--- config.mk ---
export PLATFORM = sky130hd
export DESIGN_NAME = move_commit_ctrl_flat
export DESIGN_NICKNAME = d
export VERILOG_FILES = /design/src/rtl/move_commit_ctrl_if.sv /design/src/rtl/move_commit_ctrl.sv /design/src/flat_wrapper.sv
export SDC_FILE = /design/constraint.sdc
export NUM_CORES = 1
export LEC_CHECK = 0
export ABC_AREA = 1
export CORE_ASPECT_RATIO = 0.6
export CORE_UTILIZATION = 50
export DETAILED_ROUTE_END_ITERATION = 6
export GPL_TIMING_DRIVEN = 0
export PLACE_DENSITY = 0.85
export SKIP_LAST_GASP = 1
export SLEW_MARGIN = 20
export SYNTH_ARGS = -nofsm -noshare
export SYNTH_HDL_FRONTEND = slang
export SYNTH_SLANG_ARGS = --single-unit
--- constraint.sdc ---
create_clock -name clk -period 5.3 [get_ports clk]
set_input_delay 1.06 -clock clk [delete_from_list [all_inputs] [get_ports clk]]
set_output_delay 1.06 -clock clk [all_outputs]
set_load 0.05 [all_outputs]
--- src/rtl/move_commit_ctrl_if.sv ---
// Move-request handshake and map RAM bus for move_commit_ctrl.
// master = the move controller, slave = requester plus map RAM.
interface move_commit_ctrl_if #(
   parameter int unsigned ADDR_W = 16
) ();
   logic              move_valid;
   logic [1:0]        move_dir;
   logic              move_ready;
   logic              move_done;
   logic              move_blocked;
   logic [ADDR_W-1:0] map_addr;
   logic [15:0]       map_rd_data;
   logic              map_we;
   logic [15:0]       map_wr_data;

   modport master (
      input  move_valid, move_dir, map_rd_data,
      output move_ready, move_done, move_blocked, map_addr, map_we, map_wr_data
   );

   modport slave (
      output move_valid, move_dir, map_rd_data,
      input  move_ready, move_done, move_blocked, map_addr, map_we, map_wr_data
   );
endinterface

--- src/rtl/move_commit_ctrl.sv ---
// Accepts a player move, fetches the target tile and commits the resolver's results.
// Define MOVE_QUEUE_EN to add a one-entry pending-direction buffer.
module move_commit_ctrl #(
   parameter int unsigned MAP_W       = 11,
   parameter int unsigned MAP_H       = 11,
   parameter int unsigned MAX_FLOOR   = 9,
   parameter int unsigned ADDR_W      = 16,
   parameter int unsigned START_X     = 5,
   parameter int unsigned START_Y     = 10,
   parameter int unsigned INIT_HEALTH = 100
) (
   input  logic                clk,
   input  logic                rst_n,
   move_commit_ctrl_if.master  bus,
   output logic [3:0]          rs_pos_x,
   output logic [3:0]          rs_pos_y,
   output logic [15:0]         rs_tile_id,
   input  logic [15:0]         rs_floor_out,
   input  logic [3:0]          rs_goto_x,
   input  logic [3:0]          rs_goto_y,
   input  logic [3:0]          rs_key_num_out,
   input  logic [15:0]         rs_health_out,
   input  logic [15:0]         rs_new_tile_id,
   output logic [15:0]         floor,
   output logic [3:0]          player_x,
   output logic [3:0]          player_y,
   output logic [3:0]          key_num,
   output logic [15:0]         health
);

   localparam int unsigned TILES = MAP_W * MAP_H;

   typedef enum logic [2:0] {
      IDLE,
      READ,
      WAIT,
      RESOLVE,
      COMMIT,
      DONE
   } state_t;

   state_t            state, state_n;
   logic              blocked_r;
   logic              launch;
   logic [1:0]        launch_dir;
   logic              oob;
   logic [3:0]        tgt_x, tgt_y;
   logic              commit_ok;
   logic              tile_write;
   logic              commit_blk;
   logic [3:0]        key_next;
   logic [ADDR_W-1:0] tgt_addr;

`ifdef MOVE_QUEUE_EN
   logic              pend_valid;
   logic [1:0]        pend_dir;
   logic              accepted;
   logic              direct;
   logic              store;
   logic              consume;
`endif

   // Address of the latched target on the current (pre-move) floor
   assign tgt_addr = ADDR_W'(floor) * ADDR_W'(TILES)
                   + ADDR_W'(rs_pos_y) * ADDR_W'(MAP_W)
                   + ADDR_W'(rs_pos_x);

   assign commit_ok  = (rs_floor_out <= 16'(MAX_FLOOR));
   assign tile_write = commit_ok && (rs_new_tile_id != rs_tile_id);
   assign commit_blk = !commit_ok
                     || ((rs_goto_x == player_x) && (rs_goto_y == player_y)
                         && (rs_floor_out == floor) && !tile_write);
   assign key_next   = ((key_num == 4'hF) && (rs_key_num_out == 4'h0)) ? 4'hF : rs_key_num_out;

   always_ff @(posedge clk or negedge rst_n) begin
      if (!rst_n) begin
         state <= IDLE;
      end else begin
         state <= state_n;
      end
   end

   always_comb begin
      state_n    = state;
      launch     = 1'b0;
      launch_dir = bus.move_dir;
      oob        = 1'b0;
      tgt_x      = player_x;
      tgt_y      = player_y;

      case (state)
         IDLE: begin
`ifdef MOVE_QUEUE_EN
            if (pend_valid) begin
               launch     = 1'b1;
               launch_dir = pend_dir;
            end else if (bus.move_valid) begin
               launch = 1'b1;
            end
`else
            if (bus.move_valid) begin
               launch = 1'b1;
            end
`endif
         end
         READ:    state_n = WAIT;
         WAIT:    state_n = RESOLVE;
         RESOLVE: state_n = COMMIT;
         COMMIT:  state_n = DONE;
         DONE: begin
            state_n = IDLE;
`ifdef MOVE_QUEUE_EN
            // A queued move skips IDLE and goes straight to the bounds check
            if (pend_valid) begin
               launch     = 1'b1;
               launch_dir = pend_dir;
            end
`endif
         end
         default: state_n = IDLE;
      endcase

      case (launch_dir)
         2'd0: begin
            if (player_y == 4'd0) oob = 1'b1;
            else                  tgt_y = player_y - 4'd1;
         end
         2'd1: begin
            if (player_y == 4'(MAP_H - 1)) oob = 1'b1;
            else                           tgt_y = player_y + 4'd1;
         end
         2'd2: begin
            if (player_x == 4'd0) oob = 1'b1;
            else                  tgt_x = player_x - 4'd1;
         end
         default: begin
            if (player_x == 4'(MAP_W - 1)) oob = 1'b1;
            else                           tgt_x = player_x + 4'd1;
         end
      endcase

      if (launch) begin
         state_n = oob ? DONE : READ;
      end
   end

   always_ff @(posedge clk or negedge rst_n) begin
      if (!rst_n) begin
         rs_pos_x   <= '0;
         rs_pos_y   <= '0;
         rs_tile_id <= '0;
         blocked_r  <= 1'b0;
         floor      <= '0;
         player_x   <= 4'(START_X);
         player_y   <= 4'(START_Y);
         key_num    <= '0;
         health     <= 16'(INIT_HEALTH);
      end else begin
         if (launch) begin
            blocked_r <= oob;
            if (!oob) begin
               rs_pos_x <= tgt_x;
               rs_pos_y <= tgt_y;
            end
         end
         if (state == RESOLVE) begin
            rs_tile_id <= bus.map_rd_data;
         end
         if (state == COMMIT) begin
            blocked_r <= commit_blk;
            if (commit_ok) begin
               floor    <= rs_floor_out;
               player_x <= rs_goto_x;
               player_y <= rs_goto_y;
               key_num  <= key_next;
               health   <= rs_health_out;
            end
         end
      end
   end

`ifdef MOVE_QUEUE_EN
   assign accepted = bus.move_valid && bus.move_ready;
   assign direct   = (state == IDLE) && !pend_valid;
   assign store    = accepted && !direct;
   assign consume  = ((state == IDLE) || (state == DONE)) && pend_valid;

   always_ff @(posedge clk or negedge rst_n) begin
      if (!rst_n) begin
         pend_valid <= 1'b0;
         pend_dir   <= '0;
      end else if (store) begin
         pend_valid <= 1'b1;
         pend_dir   <= bus.move_dir;
      end else if (consume) begin
         pend_valid <= 1'b0;
      end
   end

   assign bus.move_ready = (state == IDLE) || !pend_valid;
`else
   assign bus.move_ready = (state == IDLE);
`endif

   // Address is held from READ through COMMIT so the RAM output stays on the target
   assign bus.map_addr     = ((state == READ) || (state == WAIT) || (state == RESOLVE)
                              || (state == COMMIT)) ? tgt_addr : '0;
   assign bus.map_we       = (state == COMMIT) && tile_write;
   assign bus.map_wr_data  = rs_new_tile_id;
   assign bus.move_done    = (state == DONE);
   assign bus.move_blocked = (state == DONE) && blocked_r;

   a_blocked_with_done: assert property (@(posedge clk) disable iff (!rst_n)
      bus.move_blocked |-> bus.move_done);
   a_write_legal_floor: assert property (@(posedge clk) disable iff (!rst_n)
      bus.map_we |-> (rs_floor_out <= 16'(MAX_FLOOR)));

endmodule

--- src/flat_wrapper.sv ---
// flat-port wrapper written by rule: the top's interface ports become plain ports
module move_commit_ctrl_flat 
#(
   parameter int unsigned MAP_W       = 11,
   parameter int unsigned MAP_H       = 11,
   parameter int unsigned MAX_FLOOR   = 9,
   parameter int unsigned ADDR_W      = 16,
   parameter int unsigned START_X     = 5,
   parameter int unsigned START_Y     = 10,
   parameter int unsigned INIT_HEALTH = 100
)
  (clk, rst_n, rs_pos_x, rs_pos_y, rs_tile_id, rs_floor_out, rs_goto_x, rs_goto_y, rs_key_num_out, rs_health_out, rs_new_tile_id, floor, player_x, player_y, key_num, health, bus_move_valid, bus_move_dir, bus_map_rd_data, bus_move_ready, bus_move_done, bus_move_blocked, bus_map_addr, bus_map_we, bus_map_wr_data);
  move_commit_ctrl_if #(.ADDR_W(ADDR_W)) bus_i ();
  input  logic clk;
  input  logic rst_n;
  output logic [3:0] rs_pos_x;
  output logic [3:0] rs_pos_y;
  output logic [15:0] rs_tile_id;
  input  logic [15:0] rs_floor_out;
  input  logic [3:0] rs_goto_x;
  input  logic [3:0] rs_goto_y;
  input  logic [3:0] rs_key_num_out;
  input  logic [15:0] rs_health_out;
  input  logic [15:0] rs_new_tile_id;
  output logic [15:0] floor;
  output logic [3:0] player_x;
  output logic [3:0] player_y;
  output logic [3:0] key_num;
  output logic [15:0] health;
  input wire logic [$bits(bus_i.move_valid)-1:0] bus_move_valid;
  input wire logic [$bits(bus_i.move_dir)-1:0] bus_move_dir;
  input wire logic [$bits(bus_i.map_rd_data)-1:0] bus_map_rd_data;
  output wire logic [$bits(bus_i.move_ready)-1:0] bus_move_ready;
  output wire logic [$bits(bus_i.move_done)-1:0] bus_move_done;
  output wire logic [$bits(bus_i.move_blocked)-1:0] bus_move_blocked;
  output wire logic [$bits(bus_i.map_addr)-1:0] bus_map_addr;
  output wire logic [$bits(bus_i.map_we)-1:0] bus_map_we;
  output wire logic [$bits(bus_i.map_wr_data)-1:0] bus_map_wr_data;
  assign bus_i.move_valid = bus_move_valid;
  assign bus_i.move_dir = bus_move_dir;
  assign bus_i.map_rd_data = bus_map_rd_data;
  assign bus_move_ready = bus_i.move_ready;
  assign bus_move_done = bus_i.move_done;
  assign bus_move_blocked = bus_i.move_blocked;
  assign bus_map_addr = bus_i.map_addr;
  assign bus_map_we = bus_i.map_we;
  assign bus_map_wr_data = bus_i.map_wr_data;
  move_commit_ctrl #(.MAP_W(MAP_W), .MAP_H(MAP_H), .MAX_FLOOR(MAX_FLOOR), .ADDR_W(ADDR_W), .START_X(START_X), .START_Y(START_Y), .INIT_HEALTH(INIT_HEALTH)) u_core (.clk(clk), .rst_n(rst_n), .bus(bus_i), .rs_pos_x(rs_pos_x), .rs_pos_y(rs_pos_y), .rs_tile_id(rs_tile_id), .rs_floor_out(rs_floor_out), .rs_goto_x(rs_goto_x), .rs_goto_y(rs_goto_y), .rs_key_num_out(rs_key_num_out), .rs_health_out(rs_health_out), .rs_new_tile_id(rs_new_tile_id), .floor(floor), .player_x(player_x), .player_y(player_y), .key_num(key_num), .health(health));
endmodule
# Word level (Yosys, flattened, before mapping)
# Cells that the tools add are included.
dict set report classes {
  eq_ne 15
  shifts 0
  addsub 6
  div 0
  reduce_logical 22
  muxes 20
  n_mul 2
  n_bitwise 1
  magnitude_cmp 1
}
# cell count
set ops {}
lappend ops {{$mux 4} 5}
lappend ops {{$add 16x4->16} 1}
lappend ops {{$add 16x8->16} 1}
lappend ops {{$eq 16x16->1} 1}
lappend ops {{$le 16x4->1 const B} 1}
lappend ops {{$mul 16x7->16 const B} 1}
lappend ops {{$mux 16} 1}
lappend ops {{$ne 16x16->1} 1}
lappend ops {{$pmux 4 s2} 2}
lappend ops {{$pmux 3 s5} 1}
lappend ops {{$eq 4x4->1 const B} 3}
lappend ops {{$logic_not 4->1} 3}
lappend ops {{$add 4x1->4 const B} 2}
lappend ops {{$eq 4x4->1} 2}
lappend ops {{$mul 4x4->8 const B} 1}
lappend ops {{$mux 1} 8}
lappend ops {{$sub 4x1->4 const B} 2}
lappend ops {{$logic_and 1x1->1} 7}
lappend ops {{$eq 3x2->1 const B} 2}
lappend ops {{$eq 3x3->1 const B} 2}
lappend ops {{$mux 3} 2}
lappend ops {{$logic_or 1x1->1} 4}
lappend ops {{$reduce_and 2->1} 2}
lappend ops {{$eq 3x1->1 const B} 1}
lappend ops {{other kinds (10)} 11}
dict set report word_totals {
  register_bits 72
  latchBits 0
  n_memories 0
  mem_bits_ro 0
  wordCells 77
  mem_bits_rw 0
  inputBits 81
}

# Longest topological paths before layout
# Gate-level depths: netlist of run 1.
dict set report depth {
  word_depth 6
  mapped_depth 20
  ltp_nobuf 20
}

# Worst setup path after synthesis of run 1
# No wires, ideal clock.
dict set report synth_path {
  path_kind {register to output}
  start {reg u_core.floor[3]}
  end {out bus_map_addr[13]}
  t_arrival_ns 4.683
  required_time_ns 4.240
  path_slack_ns -0.443
  path_stages_with_launch 15
  path_buffers 0
  cell_sequence {dfrtp_1 ha_1 fa_1 fa_1 inv_1 fa_1 inv_1 fa_1 ha_1 nand2_1 o21ai_0 nand2_1 nand3_1 o21ai_0 a21oi_1}
}
dict set report synth_between {
  elab_chain_len 4
}
# element line_no
set synth_lines {}
lappend synth_lines {{start: declaration} move_commit_ctrl.sv:24} ;# output logic [15:0] floor,
lappend synth_lines {{start signal: assignment} move_commit_ctrl.sv:172} ;# floor <= rs_floor_out;
lappend synth_lines {{$mul 16x7->16} move_commit_ctrl.sv:64} ;# assign tgt_addr = ADDR_W'(floor) * ADDR_W'(TILES)
lappend synth_lines {{$add 16x8->16} move_commit_ctrl.sv:65} ;# + ADDR_W'(rs_pos_y) * ADDR_W'(MAP_W)
lappend synth_lines {{$add 16x4->16} move_commit_ctrl.sv:66} ;# + ADDR_W'(rs_pos_x);
lappend synth_lines {{$mux 16} move_commit_ctrl.sv:207} ;# || (state == COMMIT)) ? tgt_addr : '0;
lappend synth_lines {{end: declaration} flat_wrapper.sv:36} ;# output wire logic [$bits(bus_i.map_addr)-1:0] bus_map_addr;
# No other way between the ends.

# Worst setup path in the final report of run 1
dict set report layout_path {
  start {reg u_core.rs_pos_y[2]}
  end {out bus_map_addr[15]}
}
dict set report layout_between {
  elab_chain_len 4
}
# element line_no
set layout_lines {}
lappend layout_lines {{start: declaration} move_commit_ctrl.sv:16} ;# output logic [3:0] rs_pos_y,
lappend layout_lines {{start signal: assignment} move_commit_ctrl.sv:163} ;# rs_pos_y <= tgt_y;
lappend layout_lines {{$mul 4x4->8} move_commit_ctrl.sv:65}
lappend layout_lines {{$add 16x8->16} move_commit_ctrl.sv:65}
lappend layout_lines {{$add 16x4->16} move_commit_ctrl.sv:66}
lappend layout_lines {{$mux 16} move_commit_ctrl.sv:207}
# No other way between the ends.

==> results list, run 1 <==
- Setup violations remaining at the end of the flow were counted as 5.
- In this run the worst setup path begins at u_core.rs_pos_y[2].
- Summing the areas of all fa, ha and maj instances in the mapped netlist gives 24.89% of the synthesized area.
- The critical path is of the reg -> out type.
- STA puts the critical path data arrival time at 4.35 ns.
- Slew @ Worst Pin: 0.5660 ns
* Count of mapped cells out of synthesis: 831
- The synthesized netlist devotes 4.508% of its cell area to XOR and XNOR gates.
- Number of clock sinks: 72
* Post-synth EDFFs: 0
- In this run the power density over the cells is 705.3 nW/um^2.
- Floorplan die area: 13690 um^2
* Avg Cell Area, Syn: 7.950 um^2
- CTS tree: done
- Synthesized area: 6606 um^2
- Once the floorplan was initialized, standard cells occupied 51.40% of the core.
* Die W: 150.4 um
- In this run the worst hold path is classified as reg -> reg.
- The filler cells instantiated in the layout total 870.
* Clock-pin slew on the worst setup and hold paths: 0.07 ns
* Final Total Pwr: 6.978 mW
- Proportion of synthesized area in mux cells: 2.727%
* Starting DRC count in detailed routing: 269
* Total inserted antenna cells: 0
* Number of nets still failing antenna checks after routing: 0
- Via count of the first global-routing pass: 6363
- In this run the worst path has a maximum fanout of 5.
- RSZ-0062 raised after global routing: true
- Number of input and output port buffers inserted: 183
- Dominant synthesized flop cell: dfrtp_1
- The first TritonRoute pass finished after 5 iterations.
- Number of top-level pins: 185
- The Yosys step of the flow raised 0 warnings.
- Net count of the mapped netlist: 1020
* Max-slew headroom at the worst pin: 62.15%
- Simple-gate area share of the yosys netlist: 23.18%
* Clock latency on the worst-skew pair: 0.34 ns
- The number of different library cells used by synthesis comes to 42.
- Summing the areas of all compound-gate instances in the mapped netlist gives 5.530% of the synthesized area.
* Total CTS buffers: 9
- In this run the deepest clock path goes through 2 buffers.
- Data required time of the worst path: 4.24 ns
* Fmax: 184.9 MHz
* Filler-free cell count of the finished design: 1240
- In this run the static leakage power is 4.833 nW.
* Outcome: finished with violations
* Area share of the leading cell type in the synthesized netlist: 24.62%
- The worst-case IR drop observed on VDD is 0.0008717 V.
- Wirelength per Cell: 15.82 um
- The die is 91.04 um tall.
- Compared with the post-synthesis result, the final layout area differs by 49.77%.
* Number of DRC violations after detailed routing: 0
- For this run the aggregate overflow at the end of global routing stands at 0.
- Aggregate global-route resource usage: 29.65%
* Combinational family with the most area after synthesis: adder cells
- Placer Congestion: 0.8762
- Max-slew violation total from the final report: 0
* Site row count: 32
- Total wire length: 19.62 mm
- Number of instances in the placed design: 1185
- H-tree lvl count: 3
- Type of origin of the critical path: register
- Clock tree synthesis selected as its root buffer the cell clkbuf_16.
- Proportion of register bits with asynchronous set or reset after synthesis: 100.0%
* Dpl hpwl: 14.19 mm
* Register area share after synthesis: 27.41%
- After the last flow step, the layout net total stands at 1254.
* Share of the clock period used by the worst path after layout: 102.0%
- Placeable core region: 12850 um^2
* Final Critical Period: 5.408 ns
- Of the cells placed in the final design, the portion with a size suffix greater than 1 is 24.67%.
- The library cell used most frequently in the layout, excluding fill and tap cells, is nand2_1.
- Wire length of the first global-routing pass: 31.36 mm
- Worst hold margin: 0.4779 ns
- Number of hold-slack violations in the final timing report: 0
* Number of antenna violations at the first check in global routing: 0
- Setup crit end kind: primary output
- Hold Startpoint: u_core.health[6]
- Count of state elements after synthesis: 72
* Worst setup slack after layout: -0.1080 ns
- In the layout the commonest cells are nand2_1 (202), clkdlybuf4s50_1 (169), inv_1 (130).
* Vias per std cell: 5.085
* Cell taking the most area after synthesis: dfrtp_1
- Maximum number of pins on one net before global-route repair: 56
- MaxCap Viol Count: 0
- Via count: 6306
* Startpoint of the worst-slack reg-to-reg timing path: u_core.player_y[1]
- Across the routed clock network, the largest skew measured is 0.009744 ns.
- Buffers inserted to repair hold after CTS numbered 0.
* Failing checks: setup timing
* Largest cells by area after synthesis: dfrtp_1 (25%), ha_1 (13%), nand2_1 (13%)
-- cell usage after synthesis, types with 2 or more instances --
master and number:
nor3_1 3, nand2_2 5, dfstp_2 7, fa_1 39, nand3_2 2, o21ai_0 28, nand2_1 220, xor2_1 28
buf_2 5, nor4_1 2, buf_6 5, mux2_2 16, inv_4 2, buf_4 19, ha_1 69, nand4_1 6
nor2_1 87, a21oi_1 18, a21oi_2 7, nor2_2 3, nor2_4 4, dfrtp_1 65, inv_2 8, inv_1 136
o21ai_1 4, xnor2_1 6, nand3_1 22
-- per-stage QoR --
stage / setup slack (ns) / cell area, um^2 / TNS, ns / utilization, %
floorplan: -0.02448 / 6664 / -0.02448 / -
global placement: -0.7066 / 8708 / -5.071 / 67.76
detailed placement: -0.7667 / 8733 / -5.723 / 67.95
CTS: -0.007355 / 9678 / -0.007355 / 75.30
global route: -0.2157 / 9894 / -1.266 / 76.99
finish: -0.1080 / 9894 / -0.3031 / 76.99
-- final timing paths --
kind	slack, ns	to	depth (start not counted)
min in group asynchronous	0.60	u_core.rs_tile_id[2]	1
worst max register to register	3.38	u_core.rs_pos_x[3]	10
worst min-delay path	0.48	u_core.health[6]	2
worst min register to register	0.48	u_core.health[6]	2
worst max-delay path	-0.11	bus_map_addr[15]	19
max in group asynchronous	4.09	u_core.health[2]	2
-- state kept, by name, indices dropped and copies added, names as in the netlist --
name,count
u_core.player_y,4
u_core.rs_pos_x,4
u_core.key_num,4
u_core.state,3
u_core.blocked_r,1
u_core.rs_pos_y,4
u_core.health,16
u_core.player_x,4
u_core.floor,16
u_core.rs_tile_id,16
-- layer usage --
layer	routed length, um	track usage, %	up-vias
met4	278	5.640	0
met3	1416	6.834	29
met2	9240	47.58	247
met1	8683	40.91	3008
li1	-	-	3022
met5	0	0	-
-- final cells by class --
class,count,area (um^2),share of cell area (%)
Buffer,29,224.0,2.264
Clock buffer,9,225.2,2.276
Clock inverter,7,68.82,0.6955
Inverter,146,553.0,5.589
Multi-Input combinational cell,584,4633,46.83
Sequential cell,72,1829,18.49
Tap cell,170,212.7,2.150
Timing Repair Buffer,223,2148,21.71
-- kinds of logic (layout without fill, tap and decap cells) --
group | count (synthesis) | in the layout
adder cells (fa/ha/maj) | 108 | 108
AND/OR/NAND/NOR | 362 | 362
flip-flops | 72 | 72
buffers and inverters | 175 | 414
XOR/XNOR | 34 | 34
multiplexers | 16 | 16
AO/OA/AOI/OAI | 64 | 64
-- worst max-delay path: stages (launching register included) --
cell	delay, ns
dfrtp_2	0.44
buf_6	0.14
fa_1	0.54
fa_1	0.43
fa_1	0.52
inv_2	0.05
fa_1	0.55
inv_2	0.05
ha_4	0.25
nand2_4	0.10
inv_2	0.04
nand2_2	0.06
nand2_2	0.07
nor2_4	0.16
nor2_4	0.06
nor2_4	0.15
nand3_2	0.11
nand2_2	0.09
nor2_4	0.04
buf_8	0.14
-- where the power goes --
part	leakage, nW	switching [mW]	internal, mW
clock	0.147	0.269	0.333
combinational	3.85	3.51	2.09
sequential	0.838	0.117	0.661
-- timing repair --
item | CTS | global route
setup buffers | 33 | 6
resized for setup | 141 | 53
pin swaps | 35 | 19
setup endpoints to repair | 13 | 13
No activity file was read; power rests on OpenSTA's default activity.
==> run 2: changes to the inputs <==
--- a/config.mk
+++ b/config.mk
@@ -11,6 +11,7 @@
 export DETAILED_ROUTE_END_ITERATION = 6
 export GPL_TIMING_DRIVEN = 0
 export PLACE_DENSITY = 0.85
+export SKIP_CTS_REPAIR_TIMING = 1
 export SKIP_LAST_GASP = 1
 export SLEW_MARGIN = 20
 export SYNTH_ARGS = -nofsm -noshare
==> results list, run 2 (synthesis gave the netlist of run 1 again) <==
- Placer Congestion: 0.8762 (unchanged)
- Share of the clock period used by the worst path after layout: 102.0% (about the same)
- Most frequent standard cell in the layout excluding fill and tap cells: nand2_1
- Clock latency on the worst-skew pair: 0.34 ns (about the same)
- Number of clock sinks: 72 (unchanged)
* Failing checks: setup timing
* Max-slew violation total from the final report: 0 (unchanged)
- The global-route wire length before repair was 28.43 mm (-9.3%).
- Number of hold-slack violations in the final timing report: 0 (unchanged)
- The fraction of layout cells with a size suffix above 1 came to 24.37% (-0.30 points).
* RSZ-0062 raised after global routing: true
- The total clock buffers created by CTS is 9 (unchanged).
- Number of DRC violations after detailed routing: 0 (unchanged)
- The total congestion overflow after global routing was 0 (unchanged).
- The maximum number of pins on one net before global-route repair was 56 (unchanged).
* Registers with the most flip-flops: u_core.floor: 16 flops, u_core.health: 16 flops, u_core.rs_tile_id: 16 flops
* Nets: 1259 (+0.40%)
- Relative to the synthesized area, the layout overhead comes to 49.37%.
* Commonest cells after routing, fill and taps aside: nand2_1 (205), clkdlybuf4s50_1 (169), inv_1 (131)
- Fraction of the core area covered by cells at the end of the flow: 76.78% (-0.20 points)
* Net switching power: 3.838 mW (-1.5%)
- Post-place instance area: 8733 um^2 (unchanged)
- Number of input and output port buffers inserted: 183 (unchanged)
* Total inserted antenna cells: 0 (unchanged)
- Outcome: finished with violations
- MaxCap Viol Count: 0 (unchanged)
- The number of fill cells was 881 (+1.3%).
* Via count of the first global-routing pass: 5860 (-7.9%)
- Type of the worst min-delay path: reg -> reg
* Number of nets still failing antenna checks after routing: 0 (unchanged)
- Vias per std cell: 5.044 (-0.81%)
* Final Critical Period: 5.404 ns (-0.003618 ns)
- The worst hold path begins at u_core.health[6].
- Setup crit end kind: primary output
* Combinational Power Share: 80.4% (+0.2 points)
- Routed length on met1: 8.501 mm (-2.1%)
- The post-route cell area came to 9868 um^2 (-0.27%).
- Startpoint of the worst-slack reg-to-reg timing path: u_core.player_y[1]
- The number of top-level pins is 185 (unchanged).
- Max-slew headroom at the worst pin: 62.02% (-0.13 points)
- The area of the die is 13690 um^2 (unchanged).
- Data arrival time at the worst-slack endpoint: 4.34 ns (about the same)
* Sum Neg Setup Slack: -0.5706 ns (-0.2675 ns)
- Topmost layer with routed signal wires: met4
- Via count: 6280 (-0.41%)
- The sum of net half-perimeters after detailed placement came to 14.19 mm (unchanged).
- The final worst-path setup slack is -0.1044 ns (+0.003618 ns).
- Detailed-routed wire length on met3: 1.421 mm (+0.35%)
* Setup-violating endpoint count in the final report: 8 (+3)
- Clk Tree Root Cell: clkbuf_16
- H-tree lvl count: 3 (unchanged)
- DR pass1 iterations: 5 (unchanged)
* Number of antenna violations at the first check in global routing: 0 (unchanged)
- Post-Route Skew: 0.009976 ns (+0.0002321 ns)
* Data required time of the worst path: 4.24 ns (about the same)
- Aggregate global-route resource usage: 26.75% (-2.9 points)
- The detailed-route wire length per cell is 15.57 um (-1.6%).
* Switching Fraction: 54.15% (-1.7 points)
- The die extent in y is 91.04 um (unchanged).
- Cell-internal power: 3.249 mW (+5.5%)
- Routed wl met2: 9.263 mm (+0.25%)
- Area of the multi-input gates: 4539 um^2 (-2.0%)
- STA classifies the critical path startpoint as a register.
* Fmax: 185.0 MHz (about the same)
- Die W: 150.4 um (unchanged)
* Critical path class: reg -> out
* Clock network fraction of design power: 8.5% (about the same)
* Critical Path Fanout Max: 6 (+1)
- CTS tree: done
- Combined flip-flop and latch cell area: 1829 um^2 (unchanged)
- The clock transition at the registers of the reported paths is 0.07 ns (about the same).
- Part of the power in registers: 11.1% (about the same)
- The DRC violation total after the first TritonRoute iteration is 246 (-8.6%).
- The post-detailed-routing wire length is 19.39 mm (-1.2%).
- Pwr dens: 718.2 nW/um^2 (+1.8%)
* Max IR drop VDD: 0.0008359 V (-4.1%)
* Worst-case clock buffer depth: 2 (unchanged)
* Critical Path Start: u_core.floor[3]
- Placeable core region: 12850 um^2 (unchanged)
- Initial standard-cell utilization of the core: 51.40% (unchanged)
- The actual transition at the worst max-transition pin was 0.5679 ns (+0.001883 ns).
* Site row count: 32 (unchanged)
- The cell leakage power is 4.859 nW (+0.52%).
==> run 2: final timing paths <==
path,end,slack [ns],depth (start not counted)
max in group asynchronous,u_core.health[6],4.09,2
worst min-delay path,u_core.health[6],0.48,2
worst min register to register,u_core.health[6],0.48,2
min in group asynchronous,u_core.rs_tile_id[2],0.60,1
worst max-delay path,bus_map_addr[12],-0.10,18
worst max register to register,u_core.rs_pos_x[3],3.35,10
==> run 2: final cells by class <==
class / instances / area share [%]
sequential: 72 / 18.54
clock buffer: 9 / 2.282
buffer: 29 / 2.270
tap: 170 / 2.155
multi-input combinational: 584 / 46.00
inverter: 146 / 5.630
timing repair buffer: 228 / 22.43
clock inverter: 7 / 0.6974
==> run 2: power groups by stage <==
| stage | Combinational [mW] | Sequential, mW | Clock (mW) |
|---|---|---|---|
| detailed placement | 4.37 | 0.791 | 0 |
| global placement | 4.28 | 0.785 | 0 |
| finish | 5.70 | 0.786 | 0.603 |
| floorplan | 2.86 | 1.09 | 0 |
| global route | 6.12 | 0.799 | 0.633 |
| CTS | 4.40 | 0.782 | 0.608 |
==> run 2: worst max-delay path: stages, from the launching register on <==
cell     delay [ns]
dfrtp_2        0.47
ha_4           0.30
fa_1           0.42
fa_2           0.54
inv_2          0.04
fa_1           0.42
fa_1           0.54
inv_1          0.08
ha_4           0.31
nand2_1        0.08
nor2_2         0.15
nand2_2        0.07
nand3_2        0.09
nand3_1        0.08
nand2_2        0.09
nand2_1        0.06
nand2_2        0.07
nor2_4         0.04
buf_8          0.14
==> run 2: metrics by stage <==
| step | power (mW) | worst slack, ns | hold slack, ns | std cells |
|---|---|---|---|---|
| after CTS | 5.788 | -1.143 | 0.4791 | 1201 |
| after floorplan | 3.951 | -0.02448 | 0.4411 | 831 |
| final | 7.087 | -0.1044 | 0.4770 | 1245 |
| after global placement | 5.061 | -0.7066 | 0.4550 | 1184 |
| after detailed placement | 5.162 | -0.7667 | 0.4665 | 1185 |
| after global routing | 7.550 | -0.2684 | 0.4961 | 1245 |
==> run 2: routing by layer <==
metal  GRT usage, %  up-vias
met1          38.43     2995
met2          40.94      225
met4          4.966        0
li1               -     3038
met3          6.482       22
met5              0        -
==> run 3: changes to the inputs <==
--- a/config.mk
+++ b/config.mk
@@ -8,6 +8,7 @@
 export ABC_AREA = 1
 export CORE_ASPECT_RATIO = 0.6
 export CORE_UTILIZATION = 50
+export CTS_BUF_LIST = sky130_fd_sc_hd__clkbuf_8
 export DETAILED_ROUTE_END_ITERATION = 6
 export GPL_TIMING_DRIVEN = 0
 export PLACE_DENSITY = 0.85
==> constraint.sdc (replaced) <==
create_clock -name clk -period 6.2 [get_ports clk]
set_input_delay 1.24 -clock clk [delete_from_list [all_inputs] [get_ports clk]]
set_output_delay 1.24 -clock clk [all_outputs]
set_load 0.05 [all_outputs]
==> results list, run 3 (synthesis gave the netlist of run 1 again) <==
- Commonest cells after routing, fill and taps aside: nand2_1 (220), clkdlybuf4s50_1 (171), inv_1 (136)
* Maximum number of pins on one net before global-route repair: 41 (-27%)
- Number of cells on the worst reg-to-reg path: 10 (unchanged)
* Topmost layer with routed signal wires: met4
- The sum of net half-perimeters after detailed placement is 14.02 mm (-1.2%).
* Sum Neg Setup Slack: 0 ns (+0.5706 ns)
- Fill count: 1053 (+20%)
* Area of the multi-input gates: 4021 um^2 (-11%)
- The total core area was 12850 um^2 (unchanged).
* CP max stage cell: fa_1
- The worst path uses 99.21% of the clock period.
* Clock network fraction of design power: 9.1% (+0.6 points)
* Number of DRC violations after detailed routing: 0 (unchanged)
- Number of nets still failing antenna checks after routing: 0 (unchanged)
- Initial standard-cell utilization of the core: 51.40% (unchanged)
- Pwr dens: 527.5 nW/um^2 (-27%)
- The routed length on met1 was 7.933 mm (-6.7%).
- In this design, the largest share of critical-path delay is due to adder cells.
- By startpoint and endpoint, the worst setup path is classified as reg -> out.
* Max IR drop VDD: 0.0008001 V (-4.3%)
* GRT overflow: 0 (unchanged)
- The number of buffers on the longest clock path came to 2 (unchanged).
- Most frequent standard cell in the layout excluding fill and tap cells: nand2_1
- Aggregate global-route resource usage: 25.31% (-1.4 points)
* Number of top-level pins: 185 (unchanged)
- Max-slew headroom at the worst pin: 63.41% (+1.4 points)
- The fraction of power consumed by sequential logic was 14.2% (+3.1 points).
- The data arrival time at the worst-slack endpoint is 4.91 ns (+0.57 ns).
- Total inserted antenna cells: 0 (unchanged)
- The count of cell instances traversed by the critical path is 17 (-1).
- H-tree lvl count: 3 (unchanged)
- Number of clock sinks: 72 (unchanged)
- The routed wire length on met2 came to 7.287 mm (-21%).
- Site row count: 32 (unchanged)
- The final weighted congestion in routability-driven placement is 0.8894 (+1.5%).
- Setup-violating endpoint count in the final report: 0 (-8)
- STA classifies the critical path endpoint as a primary output.
- Combinational Power Share: 76.6% (-3.8 points)
- Die W: 150.4 um (unchanged)
- Height of the die: 91.04 um (unchanged)
- The clock insertion delay at the later pin of the skew report came to 0.36 ns (+0.02 ns).
- Worst hold margin: 0.4786 ns (+0.001555 ns)
- Starting DRC count in detailed routing: 364 (+48%)
- The worst clock skew was 0.01477 ns (+0.004797 ns).
- Vias per std cell: 4.968 (-1.5%)
- Clk Tree Root Cell: clkbuf_8
- Number of buffers and inverters on the critical path: 4 (+1)
* Cell-internal power: 2.054 mW (-37%)
- Total CTS buffers: 9 (unchanged)
- Total wire length: 16.77 mm (-13%)
- The cell leakage power was 4.579 nW (-5.8%).
- The number of antenna violations at the first check in global routing was 0 (unchanged).
* Nets: 1215 (-3.5%)
* Max-slew violation total from the final report: 0 (unchanged)
* Critical Path Fanout Max: 7 (+1)
- Data required time of the worst path: 4.96 ns (+0.72 ns)
- Fraction of final layout cells with drive strength greater than 1: 11.35% (-13 points)
- Registers with the most flip-flops: u_core.floor: 16 flops, u_core.health: 16 flops, u_core.rs_tile_id: 16 flops
- The via count of the first global-routing pass was 5632 (-3.9%).
* Slew @ Worst Pin: 0.5471 ns (-0.02072 ns)
- Final Total Pwr: 4.682 mW (-34%)
* Critical path's most frequent cell: fa_1
- Fmax: 162.6 MHz
- Detailed-routed wire length on met3: 1.382 mm (-2.7%)
* Combined flip-flop and latch cell area: 1814 um^2 (-0.82%)
* Number of input and output port buffers inserted: 183 (unchanged)
- TritonCTS built the clock tree.
* RSZ-0062 raised after global routing: true
- The worst setup path is launched from a register.
- The net switching component of the power came to 2.629 mW (-32%).
* Via count: 5967 (-5.0%)
* Final Critical Period: 6.151 ns
- The flow ran to the end, and the final reports show no timing, DRC or antenna violations.
- Wirelength per Cell: 13.97 um (-10%)
- Floorplan die area: 13690 um^2 (unchanged)
- Number of hold-slack violations in the final timing report: 0 (unchanged)
- Clock-pin slew on the worst setup and hold paths: 0.08 ns (about the same)
- From synthesis to final layout, the design area changed by 34.37%.
- The proportion of total power due to net switching was 56.14% (+2.0 points).
* DR pass1 iterations: 5 (unchanged)
- In this run the worst hold path is classified as reg -> reg.
- Worst hold stages: 2 (unchanged)
- The number of maximum-capacitance constraint violations is 0 (unchanged).
- The delay contributed by the slowest stage of the critical path was 0.54 ns (about the same).
- Wire length of the first global-routing pass: 27.08 mm (-4.8%)
- Cells along the critical path: ha_1 > fa_1 > fa_1 > inv_1 > fa_1 > inv_1 > fa_1 > ha_1 > inv_1 > o21ai_0 > nand2_1 > nand3_1 > nand3_1 > nand2_1 > nor2_1 > nor2_1 > dlymetal6s2s_1
==> run 3: cell count changes in the layout (fill, tap and decap cells not counted), moves of 9 or more <==
cell / before / now
nor2_1: 71 / 86
nand2_2: 17 / 5
buf_6: 14 / 5
a21oi_2: 17 / 7
clkbuf_16: 9 / 0
dfrtp_1: 50 / 62
a21oi_1: 6 / 18
ha_4: 21 / 0
ha_1: 45 / 69
buf_4: 62 / 20
nand2_1: 205 / 220
dfrtp_2: 15 / 3
clkbuf_8: 0 / 9
==> run 3: worst min-delay path: stages, from the launching register on <==
cell     delay [ns]
dfstp_2        0.38
nand2_1        0.06
nand2_1        0.05
==> run 3: final cells by class <==
type,instances,area share (%)
Buffer,29,2.523
Clock inverter,7,1.142
Tap cell,170,2.396
Clock buffer,9,1.395
Sequential cell,72,20.44
Timing Repair Buffer,184,20.58
Multi-Input combinational cell,584,45.30
Inverter,146,6.230
==> run 3: layer usage <==
metal  vias up  GRT usage (%)
met3        15          6.030
met2       210          37.40
li1       2948              -
met4         0          5.808
met5         -              0
met1      2794          37.13
==> run 3: final timing paths <==
check,startpoint,to,slack (ns)
worst max-delay path,u_core.floor[3],bus_map_addr[12],0.05
worst min-delay path,u_core.health[2],u_core.health[2],0.48
worst max register to register,u_core.player_y[1],u_core.rs_pos_y[2],4.29
worst min register to register,u_core.health[2],u_core.health[2],0.48
max in group asynchronous,rst_n,u_core.health[2],4.75
min in group asynchronous,rst_n,u_core.rs_pos_y[2],0.82
==> run 3: metrics by stage <==
stage | cells | util (%) | setup WS [ns] | area [um^2]
after floorplan | 831 | - | 0.2771 | 6606
after global placement | 1184 | 67.31 | 0.04732 | 8651
after detailed placement | 1185 | 67.45 | -0.002758 | 8668
after CTS | 1201 | 69.20 | -0.4094 | 8894
after global routing | 1201 | 69.07 | -0.1915 | 8877
final | 1201 | 69.07 | 0.04883 | 8877
==> run 3: power groups by stage <==
stage | clock network (mW) | registers, mW | logic (mW)
floorplan | 0 | 0.932 | 2.37
global placement | 0 | 0.668 | 3.57
detailed placement | 0 | 0.674 | 3.64
CTS | 0.436 | 0.665 | 3.66
global route | 0.452 | 0.683 | 3.96
finish | 0.428 | 0.666 | 3.59
==> patch 1 (settings of run 3) <==
`START_Y` is set to 10 in 2 places; all go to 7.
--- a/src/rtl/move_commit_ctrl.sv
+++ b/src/rtl/move_commit_ctrl.sv
@@ -8,3 +8,3 @@
    parameter int unsigned START_X     = 5,
-   parameter int unsigned START_Y     = 10,
+   parameter int unsigned START_Y     = 7,
    parameter int unsigned INIT_HEALTH = 100
--- a/src/flat_wrapper.sv
+++ b/src/flat_wrapper.sv
@@ -8,3 +8,3 @@
    parameter int unsigned START_X     = 5,
-   parameter int unsigned START_Y     = 10,
+   parameter int unsigned START_Y     = 7,
    parameter int unsigned INIT_HEALTH = 100
Function: changed (a bounded check fails within 4 cycles, from zero or initial values and one cycle with rst_n low).
==> patch 1 against run 3 <==
Cell area fell by 0.28%; highest routed layer unchanged; power about the same; utilization is 0.19 points lower; sequential cell count unchanged; synthesized area about the same; setup slack improved by 0.099 ns; routed wire length rose by 2.7%.
==> patch 1: results (changes against run 3) <==
[status]
outcome = finished clean  ; unchanged

[timing]
whs_ns = 0.4725  ; was 0.4786 ns
worst_pin_slew_ns = 0.5652  ; was 0.5471 ns
skew_ns = 0.01083  ; was 0.01477 ns

[global_route]
grt_pass1_vias = 5878  ; was 5632
grt_first_pass_wirelength_um = 28670  ; was 27080 um
grt_max_degree = 44  ; was 41

[finish]
drive_above_1_share_pct = 11.25  ; was 11.35%
nClkBuffers = 10  ; was 9
multi_input_cells = 584  ; unchanged
multi_input_area_share_pct = 45.40  ; was 45.30%
multiInputGateArea_mm2 = 0.004019  ; was 0.004021 mm^2
seq_cells = 72  ; unchanged
final_core_util_pct = 68.88  ; was 69.07%
buffer_area_share_pct = 23.08  ; was 23.10%
seqCellArea_mm2 = 0.001812  ; was 0.001814 mm^2
clk_share_pct = 2.403  ; was 2.537%
buffers = 213  ; unchanged

[critical_path]
worstPathMaxFanout = 6  ; was 7
cpPeakStageDelay_ns = 0.53
cp-startpoint = u_core.floor[1]$_DFFE_PN0P_  ; was u_core.floor[3]$_DFFE_PN0P_
cp_data_arrival_time_ns = 4.81  ; was 4.91 ns
r2r_start = u_core.player_y[0]$_DFFE_PN1P_  ; was u_core.player_y[1]$_DFFE_PN1P_
rrSetupSlack_ns = 4.26  ; was 4.29 ns

[drt]
wire_per_inst_um = 14.34  ; was 13.97 um
first_iter_violations = 272  ; was 364
vias = 6011  ; was 5967
drt_wl_total_um = 17220  ; was 16770 um

[place]
dpl_cell_area_mm2 = 0.008677  ; was 0.008668 mm^2
hpwl_um = 14420  ; was 14020 um
gp_congestion = 0.8930  ; was 0.8894

[logic_synthesis]
syn_area_per_cell_um2 = 7.951  ; was 7.950 um^2
synthMuxAreaShare_pct = 2.727  ; about the same
netlist_top_cells_count = nand2_1, inv_1, nor2_1, ha_1, dfrtp_1  ; unchanged
synth.area.top_cells = dfrtp_1, ha_1, nand2_1, fa_1, inv_1  ; unchanged
async_flop_share_pct = 100.0  ; unchanged
seq_area_frac_synth_pct = 27.42  ; was 27.41%
synthAdderAreaFrac_pct = 24.88  ; was 24.89%
synth_compound_area_share_pct = 5.529  ; was 5.530%

[clock_tree]
ctsHtreeMaxLevel = 3  ; unchanged
clk_pin_slew_worst_paths_ns = 0.09

[pwr]
leakage_nw = 4.559  ; was 4.579 nW

-- patch 1: layer usage --
metal / share of wire, % / up-vias / track usage [%] / wire length [um]
met5: 0 / - / 0 / 0
met4: 0.68 / 0 / 4.040 / 117
met3: 7.4 / 11 / 6.482 / 1281
met2: 45 / 196 / 41.24 / 7726
met1: 47 / 2849 / 39.36 / 8097
li1: - / 2955 / - / -
-- patch 1: power breakdown --
part           internal (mW)  switching, mW  total [mW]
sequential             0.562          0.104       0.666
combinational           1.25           2.37        3.62
clock                  0.203          0.199       0.403
total                   2.01           2.67        4.68
-- patch 1: worst max-delay path by stage --
stage / slack (ns) / to
floorplan: 0.28 / bus_map_addr[13]
global placement: 0.06 / bus_map_addr[15]
detailed placement: 0.02 / bus_map_addr[15]
CTS: -0.40 / bus_map_addr[15]
global route: -0.15 / bus_map_addr[15]
finish: 0.15 / bus_map_addr[15]
==> patch 2 (flow settings as in run 3) <==
Without the edit above. The 6 states of `state_t` get a Gray code encoding in 3 bits.
--- a/src/rtl/move_commit_ctrl.sv
+++ b/src/rtl/move_commit_ctrl.sv
@@ -33,8 +33,8 @@
    typedef enum logic [2:0] {
-      IDLE,
-      READ,
-      WAIT,
-      RESOLVE,
-      COMMIT,
-      DONE
+      IDLE    = 3'b000,
+      READ    = 3'b001,
+      WAIT    = 3'b011,
+      RESOLVE = 3'b010,
+      COMMIT  = 3'b110,
+      DONE    = 3'b111
    } state_t;
Formal check against the unedited RTL: same outputs for any inputs over 10 cycles, from zero or initial values and one cycle with rst_n low; not proved beyond that.
==> patch 2 against run 3 <==
Synthesized area shrank 1.7%; clock skew grew 0.00095 ns; routed wire length grew 0.99%; cell area shrank 1.2%; clock power shrank 1%; combinational power shrank 10%; count of clock-buffer cells in the layout grew 1; sequential cell count is the same; power shrank 7.9%; first-iteration DRC count shrank 4.9%; setup slack gained 0.051 ns; final cell count is essentially flat.
==> patch 2: results (changes against run 3) <==
[logic_synthesis]
synthMuxAreaShare_pct = 2.428  ; was 2.727%
synth_cell_types = 35  ; was 42
synth_cells = 834  ; was 831
synth.cell_area_mm2 = 0.006492  ; was 0.006606 mm^2
netlist_top_cells_count = nand2_1, inv_1, nor2_1, ha_1, dfrtp_1  ; unchanged

[finish]
seq_cells = 72  ; unchanged
fin_area_mm2 = 0.008768  ; was 0.008877 mm^2
clk_share_pct = 2.611  ; was 2.537%
buffers = 214  ; was 213
fillCellCount = 965  ; was 1053
multiInputGateArea_mm2 = 0.003913  ; was 0.004021 mm^2
inv_count = 152  ; was 146
drive_above_1_share_pct = 9.469  ; was 11.35%

[pwr]
leakage_nw = 4.607  ; was 4.579 nW
p_switching_mw = 2.408  ; was 2.629 mW
pg_comb_mw = 3.22  ; was 3.59 mW
vdd_drop_max_uv = 619.8  ; was 800.1 uV
power_frac_clock_pct = 9.8  ; was 9.1%

[drt]
wire_per_inst_um = 14.12  ; was 13.97 um

[critical_path]
rrSetupSlack_ns = 4.25  ; was 4.29 ns

[place]
hpwl_um = 14270  ; was 14020 um
gp_congestion = 0.8958  ; was 0.8894

[global_route]
grt_first_pass_wirelength_um = 27960  ; was 27080 um

[timing]
maxClockFrequency_ghz = 0.1639  ; was 0.1626 GHz

[status]
outcome = finished clean  ; unchanged

==> patch 2: worst paths after layout <==
kind                                                 from                        endpoint  cells past startpoint
max reg2reg                u_core.player_x[0]$_DFFE_PN1P_  u_core.rs_pos_y[2]$_DFFE_PN0P_                     10
min reg2reg                  u_core.health[5]$_DFFE_PN1P_    u_core.health[5]$_DFFE_PN1P_                      2
min                          u_core.health[5]$_DFFE_PN1P_    u_core.health[5]$_DFFE_PN1P_                      2
max                           u_core.floor[1]$_DFFE_PN0P_                bus_map_addr[15]                     18
max in group asynchronous                           rst_n    u_core.health[2]$_DFFE_PN1P_                      2
min in group asynchronous                           rst_n    u_core.health[1]$_DFFE_PN0P_                      1
==> patch 2: routing by layer <==
metal | part of all wire, % | up-vias | global-route usage [%] | wire length [um]
met3 | 8.7 | 5 | 7.222 | 1479
met1 | 49 | 2744 | 39.18 | 8300
li1 | - | 2956 | - | -
met4 | 0.24 | 0 | 2.296 | 40
met5 | 0 | - | 0 | 0
met2 | 42 | 212 | 39.61 | 7118
